$ cat src/rtl/tft_pkg.sv
// Shared TFT definitions: controller command bytes, arbiter state encoding and
// the byte payload carried from a client to the serializer.
package tft_pkg;

  localparam logic [7:0] TFT_CMD_CASET = 8'h2A;
  localparam logic [7:0] TFT_CMD_PASET = 8'h2B;
  localparam logic [7:0] TFT_CMD_RAMWR = 8'h2C;

  typedef enum logic [1:0] {
    ST_IDLE  = 2'd0,
    ST_OWN   = 2'd1,
    ST_DRAIN = 2'd2
  } arb_state_e;

  typedef struct packed {
    logic       dc;
    logic [7:0] data;
  } tft_byte_t;

endpackage

$ cat src/rtl/rr_pick.sv
// Combinational round-robin picker.
// Ports:
//   req      in  N       request vector
//   last     in  IW      index of the previous winner
//   last_vld in  1       0 = no previous winner, search starts at index 0
//   gnt      out N       one-hot winner, 0 when no request
module rr_pick #(
  parameter int unsigned N  = 3,
  parameter int unsigned IW = (N > 1) ? $clog2(N) : 1
) (
  input  logic [N-1:0]  req,
  input  logic [IW-1:0] last,
  input  logic          last_vld,
  output logic [N-1:0]  gnt
);

  // Scan N positions starting one past the previous winner, first hit wins.
  always_comb begin
    int unsigned start_i;
    int unsigned idx_i;
    logic        found;
    gnt     = '0;
    found   = 1'b0;
    start_i = last_vld ? ((32'(last) + 32'd1) % N) : 32'd0;
    for (int unsigned k = 0; k < N; k++) begin
      idx_i = (start_i + k) % N;
      if (!found && req[IW'(idx_i)]) begin
        gnt[IW'(idx_i)] = 1'b1;
        found           = 1'b1;
      end
    end
  end

endmodule

$ cat src/rtl/tft_arbiter.sv
// Shares one byte-wide TFT serializer link between N_REQ drawing clients.
// A client owns the link for a whole window transaction; ownership only
// changes after the link has drained.
// Ports:
//   clk, rst          clock, synchronous active-low reset
//   req / grant       per-client ownership request / one-hot owner
//   cl_transmit/dc/data  per-client byte strobe, dc bit, byte (client i at [8i+7:8i])
//   cl_busy           per-client busy, combinational view of the link
//   tft_busy          serializer busy
//   tft_transmit/dc/data  registered byte strobe and payload to serializer
//   err_proto         sticky: strobe while that client's cl_busy was high
//   err_timeout       sticky: owner revoked after TIMEOUT idle cycles
module tft_arbiter
  import tft_pkg::*;
#(
  parameter int unsigned N_REQ   = 3,
  parameter int unsigned TIMEOUT = 4096
) (
  input  logic               clk,
  input  logic               rst,
  input  logic [N_REQ-1:0]   req,
  output logic [N_REQ-1:0]   grant,
  input  logic [N_REQ-1:0]   cl_transmit,
  input  logic [N_REQ-1:0]   cl_dc,
  input  logic [8*N_REQ-1:0] cl_data,
  output logic [N_REQ-1:0]   cl_busy,
  input  logic               tft_busy,
  output logic               tft_transmit,
  output logic               tft_dc,
  output logic [7:0]         tft_data,
  output logic               err_proto,
  output logic               err_timeout
);

  localparam int unsigned IW = (N_REQ > 1) ? $clog2(N_REQ) : 1;
  localparam int unsigned CW = (TIMEOUT > 0) ? $clog2(TIMEOUT + 1) : 1;

  arb_state_e       state_q, state_d;
  logic [N_REQ-1:0] grant_q, grant_d;
  logic [IW-1:0]    own_q, own_d;
  logic [IW-1:0]    rr_q, rr_d;
  logic             rr_vld_q, rr_vld_d;
  logic [CW-1:0]    cnt_q, cnt_d;
  logic             xmit_q, xmit_d;
  tft_byte_t        byte_q, byte_d;
  logic             err_proto_q, err_proto_d;
  logic             err_timeout_q, err_timeout_d;

  logic [N_REQ-1:0] pick;
  logic [IW-1:0]    pick_idx;
  logic             own_busy;
  logic             accept;
  logic             tmo_hit;
  logic             sel_dc;
  logic [7:0]       sel_data;

  rr_pick #(.N(N_REQ), .IW(IW)) u_rr_pick (
    .req      (req),
    .last     (rr_q),
    .last_vld (rr_vld_q),
    .gnt      (pick)
  );

  // One-hot winner to index.
  always_comb begin
    pick_idx = '0;
    for (int unsigned i = 0; i < N_REQ; i++) begin
      if (pick[i]) pick_idx = IW'(i);
    end
  end

  // Owner's byte mux.
  always_comb begin
    sel_dc   = 1'b0;
    sel_data = '0;
    for (int unsigned i = 0; i < N_REQ; i++) begin
      if (own_q == IW'(i)) begin
        sel_dc   = cl_dc[i];
        sel_data = cl_data[8*i +: 8];
      end
    end
  end

  // Owner sees the raw link; everyone else is held off.
  assign own_busy = tft_busy | xmit_q;

  always_comb begin
    cl_busy = '1;
    if (state_q == ST_OWN) cl_busy[own_q] = own_busy;
  end

  assign accept  = (state_q == ST_OWN) & cl_transmit[own_q] & ~own_busy;
  // A byte in the final idle cycle resets the count instead of revoking.
  assign tmo_hit = (TIMEOUT != 0) && (state_q == ST_OWN) &&
                   (cnt_q == CW'(TIMEOUT - 1)) && !accept;

  // Next-state and output logic.
  always_comb begin
    state_d       = state_q;
    grant_d       = grant_q;
    own_d         = own_q;
    rr_d          = rr_q;
    rr_vld_d      = rr_vld_q;
    cnt_d         = cnt_q;
    xmit_d        = 1'b0;
    byte_d        = byte_q;
    err_proto_d   = err_proto_q | (|(cl_transmit & cl_busy));
    err_timeout_d = err_timeout_q;

    case (state_q)
      ST_IDLE: begin
        cnt_d = '0;
        if (|req) begin
          grant_d = pick;
          own_d   = pick_idx;
          state_d = ST_OWN;
        end
      end
      ST_OWN: begin
        if (accept) begin
          xmit_d      = 1'b1;
          byte_d.dc   = sel_dc;
          byte_d.data = sel_data;
          cnt_d       = '0;
        end else if (TIMEOUT != 0) begin
          cnt_d = cnt_q + CW'(1);
        end
        if (!req[own_q] || tmo_hit) begin
          grant_d       = '0;
          state_d       = ST_DRAIN;
          err_timeout_d = err_timeout_q | tmo_hit;
        end
      end
      ST_DRAIN: begin
        if (!tft_busy && !xmit_q) begin
          rr_d     = own_q;
          rr_vld_d = 1'b1;
          state_d  = ST_IDLE;
        end
      end
      default: begin
        grant_d = '0;
        state_d = ST_IDLE;
      end
    endcase
  end

  // State registers.
  always_ff @(posedge clk) begin
    if (!rst) begin
      state_q       <= ST_IDLE;
      grant_q       <= '0;
      own_q         <= '0;
      rr_q          <= '0;
      rr_vld_q      <= 1'b0;
      cnt_q         <= '0;
      xmit_q        <= 1'b0;
      byte_q        <= '0;
      err_proto_q   <= 1'b0;
      err_timeout_q <= 1'b0;
    end else begin
      state_q       <= state_d;
      grant_q       <= grant_d;
      own_q         <= own_d;
      rr_q          <= rr_d;
      rr_vld_q      <= rr_vld_d;
      cnt_q         <= cnt_d;
      xmit_q        <= xmit_d;
      byte_q        <= byte_d;
      err_proto_q   <= err_proto_d;
      err_timeout_q <= err_timeout_d;
    end
  end

  assign grant        = grant_q;
  assign tft_transmit = xmit_q;
  assign tft_dc       = byte_q.dc;
  assign tft_data     = byte_q.data;
  assign err_proto    = err_proto_q;
  assign err_timeout  = err_timeout_q;

endmodule

$ cat config.mk
export PLATFORM = sky130hd
export DESIGN_NAME = tft_arbiter
export DESIGN_NICKNAME = d
export VERILOG_FILES = /design/src/rtl/tft_pkg.sv /design/src/rtl/rr_pick.sv /design/src/rtl/tft_arbiter.sv
export SDC_FILE = /design/constraint.sdc
export NUM_CORES = 1
export LEC_CHECK = 0
export BUFFER_PORTS_ARGS = -buffer_cell sky130_fd_sc_hd__buf_4
export CAP_MARGIN = 15
export CORE_UTILIZATION = 40
export DETAILED_ROUTE_END_ITERATION = 12
export PLACE_DENSITY = 0.64
export SYNTH_ARGS = -nofsm -noshare
export SYNTH_HDL_FRONTEND = slang
export SYNTH_SLANG_ARGS = --single-unit
$ cat constraint.sdc
create_clock -name clk -period 21.5 [get_ports clk]
set_input_delay 1.075 -clock clk [delete_from_list [all_inputs] [get_ports clk]]
set_output_delay 1.075 -clock clk [all_outputs]
set_load 0.02 [all_outputs]
==> results.sh, run 1 <==
export IMPL_required_ns=21.74
export IMPL_avgViaCountPerCell=6.251
export IMPL_yosysSeqAreaShare=0.1564
export IMPL_clock_sinks=35
export IMPL_hold_buffers=0
export IMPL_routed_wl_mm=12.91
export IMPL_die_area_um2=11630
export IMPL_fin_crit_sh=0.3921
export IMPL_drtPass1Iterations=5
export IMPL_swShare=0.3052
export IMPL_yosysTopAreaCellShare=0.1564
export IMPL_synth_simple_gate_area_frac=0.3010
export IMPL_slew_headroom=0.4408
export IMPL_ctsRootBufferMaster="clkbuf_8"
export IMPL_drc=0
export IMPL_ant_nets=0
export IMPL_hp_class="register to register"
export IMPL_worst_path_max_fanout=21
export IMPL_core_um2=10890
export IMPL_async_flop_share=0
export IMPL_synthMuxAreaShare=0.06479
export IMPL_via_count=4851
export IMPL_die_w_um=107.8
export IMPL_skew_ns=0.009912
export IMPL_fmax_mhz=118.6
export IMPL_maxCapViolations=0
export IMPL_synth_compound_area_frac=0.3345
export IMPL_p_clk_frac=0.313
export IMPL_synth_top_family_by_area="compound AO/OA/AOI/OAI gates"
export IMPL_p_leak_nw=2.103
export IMPL_grt_first_pass_wirelength_mm=21.26
export IMPL_peakVddDrop_v=0.00004145
export IMPL_gp_congestion=0.9524
export IMPL_htreeDepth=2
export IMPL_syn_area_um2=4481
export IMPL_busiest_layer="met2"
export IMPL_synth_net_count=671
export IMPL_synthCells=610
export IMPL_tightest_slew_ns=0.8324
export IMPL_cts_buffers=5
export IMPL_whs_ns=0.4626
export IMPL_critPathKind="register to register"
export IMPL_synth_edff_count=0
export IMPL_drv_slew=0
export IMPL_antenna_cells=0
export IMPL_place_inst=768
export IMPL_finalSetupViolations=0
export IMPL_postCtsSetupBuffers=0
export IMPL_rows=38
export IMPL_p_sw_uw=46.60
export IMPL_outcome="finished clean"
export IMPL_synth_commonest_cells="nand2_1, nor2_1, o21ai_0, dfxtp_1, clkbuf_1"
export IMPL_cp_data_arrival_time_ns=8.67
export IMPL_grt_setup_unrepaired="false"
export IMPL_wire_per_inst_um=16.64
export IMPL_final_core_util=0.4593
export IMPL_power_total_uw=152.7
export IMPL_num_io_pins=54
export IMPL_hpwl_mm=9.560
export IMPL_synth_xor_area_frac=0.01368
export IMPL_grt_met3_usage=0.02119
export IMPL_final_hold_violation_count=0
export IMPL_clk_path_buf_depth=2
export IMPL_overflow=0
export IMPL_fin_cells=776
export IMPL_crit_path_frequent_cell="ha_1"
export IMPL_p_seq_frac=0.463
export IMPL_grt_pass1_vias=4434
export IMPL_drt_initial_drc_count=328
export IMPL_ys_top_cells_by_area="dfxtp_1, ha_1, nand2_1"
export IMPL_cellInternalPower_uw=106.1
export IMPL_grt_max_degree=36
export IMPL_drive_above_1_share=0.1525
export IMPL_cp_slowest_stage_delay_ns=0.62
export IMPL_initial_utilization=0.4115
export IMPL_pwr_density_cell_nw_per_um2=30.53
export IMPL_cts_resized=0
export IMPL_clk_latency_ns=0.30
export IMPL_avgSynthCellArea_um2=7.345
export IMPL_grt_usage=0.2247
export IMPL_die_h_um=107.8
export IMPL_cts_tree="built"
export IMPL_antenna_found_initial=0
export IMPL_end_kind="register"
export IMPL_ys_types=92
export IMPL_clk_pin_slew_ns=0.07
export IMPL_fin_setup_tns_ns=0
export IMPL_io_buffers=53
export IMPL_ys_warn_count=0
export IMPL_fin_nets=696
export IMPL_synth_top_cell_by_area="dfxtp_1"
export IMPL_synthAdderAreaFrac=0.07205
export IMPL_synth_main_ff_cell="dfxtp_1"
export IMPL_start_kind="register"
export IMPL_min_period_ns=8.431
export IMPL_syn2layout_area_growth_pct=11.62
export IMPL_comb_power_share=0.223
export IMPL_synth_most_common_cell="nand2_1"
export IMPL_grt_met2_usage=0.3906
export IMPL_grt_use_met1=0.2787
export IMPL_crit_slowest_cell="ha_1"
export IMPL_ys_ff_latch=35
-- cell usage in the layout, fill, tap and decap left out, types with 4 or more instances in the layout --
master,count
nand2_1,63
buf_4,59
o21ai_0,45
nor2_1,45
dfxtp_1,35
ha_1,25
nor3_1,23
mux2i_1,23
a21oi_1,23
nand3_1,20
and2_1,18
o211ai_1,16
inv_1,15
o211a_1,14
and3_1,13
or3_1,10
a31oi_1,9
nand2b_1,8
nand4_1,8
nor2b_1,7
nor4_1,7
o22ai_1,7
xnor2_1,6
o31ai_1,6
o21a_1,5
a221o_1,5
clkbuf_8,5
o21ai_1,4
a211oi_1,4
a22oi_1,4
o31a_1,4
o32ai_1,4
a211o_1,4
nand3b_1,4
a21boi_0,4
mux2_2,4
-- power by group through the flow --
stage | Clock [mW] | Combinational (mW) | Sequential, mW
after floorplan | 0 | 0.0202 | 0.0728
after global placement | 0 | 0.0334 | 0.0720
after detailed placement | 0 | 0.0341 | 0.0721
after CTS | 0.0497 | 0.0341 | 0.0707
after global routing | 0.0522 | 0.0374 | 0.0711
final | 0.0479 | 0.0341 | 0.0707
-- state kept, by name (all words and copies together) (netlist names) --
| signal | count |
|---|---|
| err_proto | 1 |
| tft_data | 8 |
| rr_vld_q | 1 |
| err_timeout | 1 |
| cnt_q | 13 |
| grant | 3 |
| tft_transmit | 1 |
| rr_q | 2 |
| state_q | 2 |
| own_q | 2 |
| tft_dc | 1 |
-- metal layers --
layer,vias up,wire length (um)
li1,2375,-
met1,2244,5654
met2,205,6187
met3,27,683
met4,0,385
met5,-,0
-- worst paths after layout --
check / slack, ns / start / cells past startpoint / to
setup / recovery: 13.07 / rr_q[0] / 28 / grant[1]
hold / removal: 0.46 / grant[2] / 2 / grant[2]
setup reg to reg: 13.07 / rr_q[0] / 28 / grant[1]
hold reg to reg: 0.46 / grant[2] / 2 / grant[2]
-- stage by stage --
| step | instance area, um2 | setup WS [ns] |
|---|---|---|
| 3_3_place_gp | 4916 | 13.57 |
| 6_report | 5001 | 13.07 |
| 3_5_place_dp | 4916 | 13.27 |
| 5_1_grt | 5001 | 12.45 |
| 2_1_floorplan | 4481 | 14.63 |
| 4_1_cts | 5001 | 13.21 |
-- kinds of logic (layout without fill, tap and decap cells) --
kind of cell             Yosys count  after routing
adder cells (fa/ha/maj)           26             26
other                              1              1
multiplexers                      28             28
AND/OR/NAND/NOR                  251            251
buffers and inverters             60             86
XOR/XNOR                           7              7
flip-flops                        35             35
AO/OA/AOI/OAI                    202            202
-- final cells by class --
| type | count | area, um2 |
|---|---|---|
| Fill cell | 1094 | 5887 |
| Multi-Input combinational cell | 515 | 3526 |
| Sequential cell | 35 | 700.7 |
| Timing Repair Buffer | 59 | 442.9 |
| Tap cell | 140 | 175.2 |
| Clock buffer | 6 | 72.57 |
| Inverter | 19 | 71.32 |
| Clock inverter | 2 | 12.51 |
-- worst max-delay path: cells and delay by family (launching register included) --
kind,cells,cell delay [ns]
AOI/OAI and AO/OA,12,3.05
and+or+nand+nor,9,2.60
DFF,1,0.40
buffers and inverters,2,0.55
adders and majority gates,4,1.56
xor gates and xnor gates,1,0.18
(Power assumes the default switching activity.)
==> run 2, diff against run 1 <==
==> constraint.sdc (replaced) <==
create_clock -name clk -period 8.6 [get_ports clk]
set_input_delay 0.43 -clock clk [delete_from_list [all_inputs] [get_ports clk]]
set_output_delay 0.43 -clock clk [all_outputs]
set_load 0.02 [all_outputs]
==> run 2 against run 1 <==
Compared with the run above: core utilization increased by 0.66 points; sequential power increased to 2.5 times the previous value; die area unchanged; worst hold slack got worse by 0.048 ns; setup slack got worse by 12 ns; routed wire length decreased by 0.33%; count of clock-buffer cells in the layout decreased by 1; highest routed layer unchanged.
==> results.sh, run 2 (same netlist as run 1, synthesis figures left out) <==
export IMPL_cts_tree="built"
export IMPL_fin_cells=778
export IMPL_antenna_cells=0
export IMPL_p_leak_nw=2.135
export IMPL_final_common_cell="nand2_1"
export IMPL_die_w_um=107.8
export IMPL_num_io_pins=54
export IMPL_htreeDepth=2
export IMPL_fin_setup_tns_ns=0
export IMPL_grt_usage=0.2234
export IMPL_r2r_slack_ns=0.87
export IMPL_drv_slew=0
export IMPL_outcome="finished clean"
export IMPL_fin_nets=698
export IMPL_n_fill_cell=1080
export IMPL_clk_path_buf_depth=2
export IMPL_grt_setup_unrepaired="false"
export IMPL_initial_utilization=0.4115
export IMPL_fmax_mhz=129.4
export IMPL_routed_wl_mm=12.87
export IMPL_largest_register_ffs=13
export IMPL_cp_data_arrival_time_ns=7.95
export IMPL_peakVddDrop_v=0.0001046
export IMPL_largest_register="cnt_q"
export IMPL_ctsRootBufferMaster="clkbuf_8"
export IMPL_crit_path_end="grant[0]"
export IMPL_cp_startpoint="rr_q[0]"
export IMPL_cts_buffers=5
export IMPL_required_ns=8.82
export IMPL_finalSetupViolations=0
export IMPL_pwr_density_cell_nw_per_um2=87.29
export IMPL_ant_nets=0
export IMPL_antenna_found_initial=0
export IMPL_rows=38
export IMPL_tightest_slew_ns=1.091
export IMPL_gp_congestion=0.9179
export IMPL_overflow=0
export IMPL_worst_path_max_fanout=23
export IMPL_io_buffers=53
export IMPL_hold_buffers=0
export IMPL_clk_latency_ns=0.30
export IMPL_die_area_um2=11630
export IMPL_end_kind="register"
export IMPL_drive_above_1_share=0.1583
export IMPL_wire_per_inst_um=16.54
export IMPL_r2r_start="rr_q[0]"
export IMPL_drc=0
export IMPL_min_period_ns=7.729
export IMPL_skew_ns=0.005335
export IMPL_die_h_um=107.8
export IMPL_fin_crit_sh=0.8987
export IMPL_grt_pass1_vias=4385
export IMPL_place_inst=770
export IMPL_layout_common_cells="nand2_1, buf_4, o21ai_0, nor2_1, dfxtp_1"
export IMPL_avgViaCountPerCell=6.296
export IMPL_hp_start="cl_transmit[1]"
export IMPL_via_count=4898
export IMPL_hp_class="input pin to register"
export IMPL_clock_sinks=35
export IMPL_clk_pin_slew_ns=0.07
export IMPL_hpwl_mm=9.504
export IMPL_start_kind="register"
export IMPL_slew_headroom=0.2681
export IMPL_final_hold_violation_count=0
export IMPL_maxCapViolations=0
export IMPL_reg2reg_depth=27
export IMPL_core_um2=10890
export IMPL_grt_max_degree=36
export IMPL_drtPass1Iterations=5
export IMPL_critPathKind="register to register"
export IMPL_syn2layout_area_growth_pct=13.21
export IMPL_drt_initial_drc_count=389
export IMPL_grt_first_pass_wirelength_mm=21.14
export IMPL_reg2reg_to="grant[0]"
-- run 2: cell count changes in the layout (fill, tap and decap cells not counted) --
cell | previous run | this run
nand3_2 | 0 | 1
bufinv_16 | 0 | 2
nand3_1 | 20 | 19
buf_4 | 59 | 61
clkbuf_1 | 1 | 0
clkinv_2 | 1 | 0
-- run 2: worst max-delay path, cell delays in order, from the launching register on --
cell	delay [ns]
dfxtp_1	0.41
inv_1	0.09
ha_1	0.44
nand3_1	0.18
ha_1	0.71
clkinv_1	0.55
nand3_1	0.33
a21oi_1	0.14
a221oi_2	0.44
a21oi_2	0.17
or3_1	0.53
nor3_1	0.28
o21ai_0	0.14
ha_1	0.28
nor3_1	0.19
o21ai_0	0.17
a2111oi_4	0.32
nand4_1	0.15
xnor2_1	0.18
ha_1	0.23
nor3_1	0.26
o311ai_0	0.18
a211o_1	0.30
a211oi_2	0.26
o21ai_2	0.15
a32oi_1	0.27
o21ai_1	0.12
o31ai_1	0.19
-- run 2: layout make-up --
cell class | instances | area (um2) | area share
multi-input cells | 515 | 3531 | 0.6961
flip-flops and latches | 35 | 700.7 | 0.1381
repair buffers | 61 | 457.9 | 0.09028
well taps | 140 | 175.2 | 0.03453
inverters | 19 | 71.32 | 0.01406
clock buffers | 5 | 68.82 | 0.01357
clock inverters | 3 | 67.56 | 0.01332
-- run 2: power by group --
part	internal, mW	switching (mW)	total [mW]
Clock	0.116	0.0660	0.182
Combinational	0.0395	0.0423	0.0819
Sequential	0.169	0.0103	0.179
-- run 2: per-layer routing --
| layer | track usage | wire (um) | vias up |
|---|---|---|---|
| li1 | - | - | 2382 |
| met1 | 0.2842 | 5683 | 2267 |
| met2 | 0.3782 | 5946 | 224 |
| met3 | 0.02603 | 849 | 25 |
| met4 | 0.09491 | 390 | 0 |
| met5 | 0 | 0 | - |
-- run 2: worst min-delay path by stage --
stage	endpoint	slack [ns]	cells past startpoint
after floorplan	cnt_q[12]	0.48	2
after global placement	grant[1]	0.44	2
after detailed placement	err_timeout	0.46	1
after CTS	err_proto	0.41	3
after global routing	err_proto	0.43	3
final	err_proto	0.42	3
-- run 2: metrics by stage --
step	power [mW]	area, um2	utilization	hold slack [ns]	worst slack [ns]
floorplan	0.2324	4481	-	0.4799	1.733
finish	0.4428	5072	0.4659	0.4151	0.8709
CTS	0.4478	5067	0.4654	0.4085	0.7528
global route	0.4638	5072	0.4659	0.4265	0.2085
global placement	0.2643	4931	0.4529	0.4437	1.106
detailed placement	0.2653	4931	0.4529	0.4589	0.7828
-- run 2: repair_timing --
action                     CTS  global route
resized for setup            0             1
setup endpoints to repair    0             3
buffers inserted             0             0
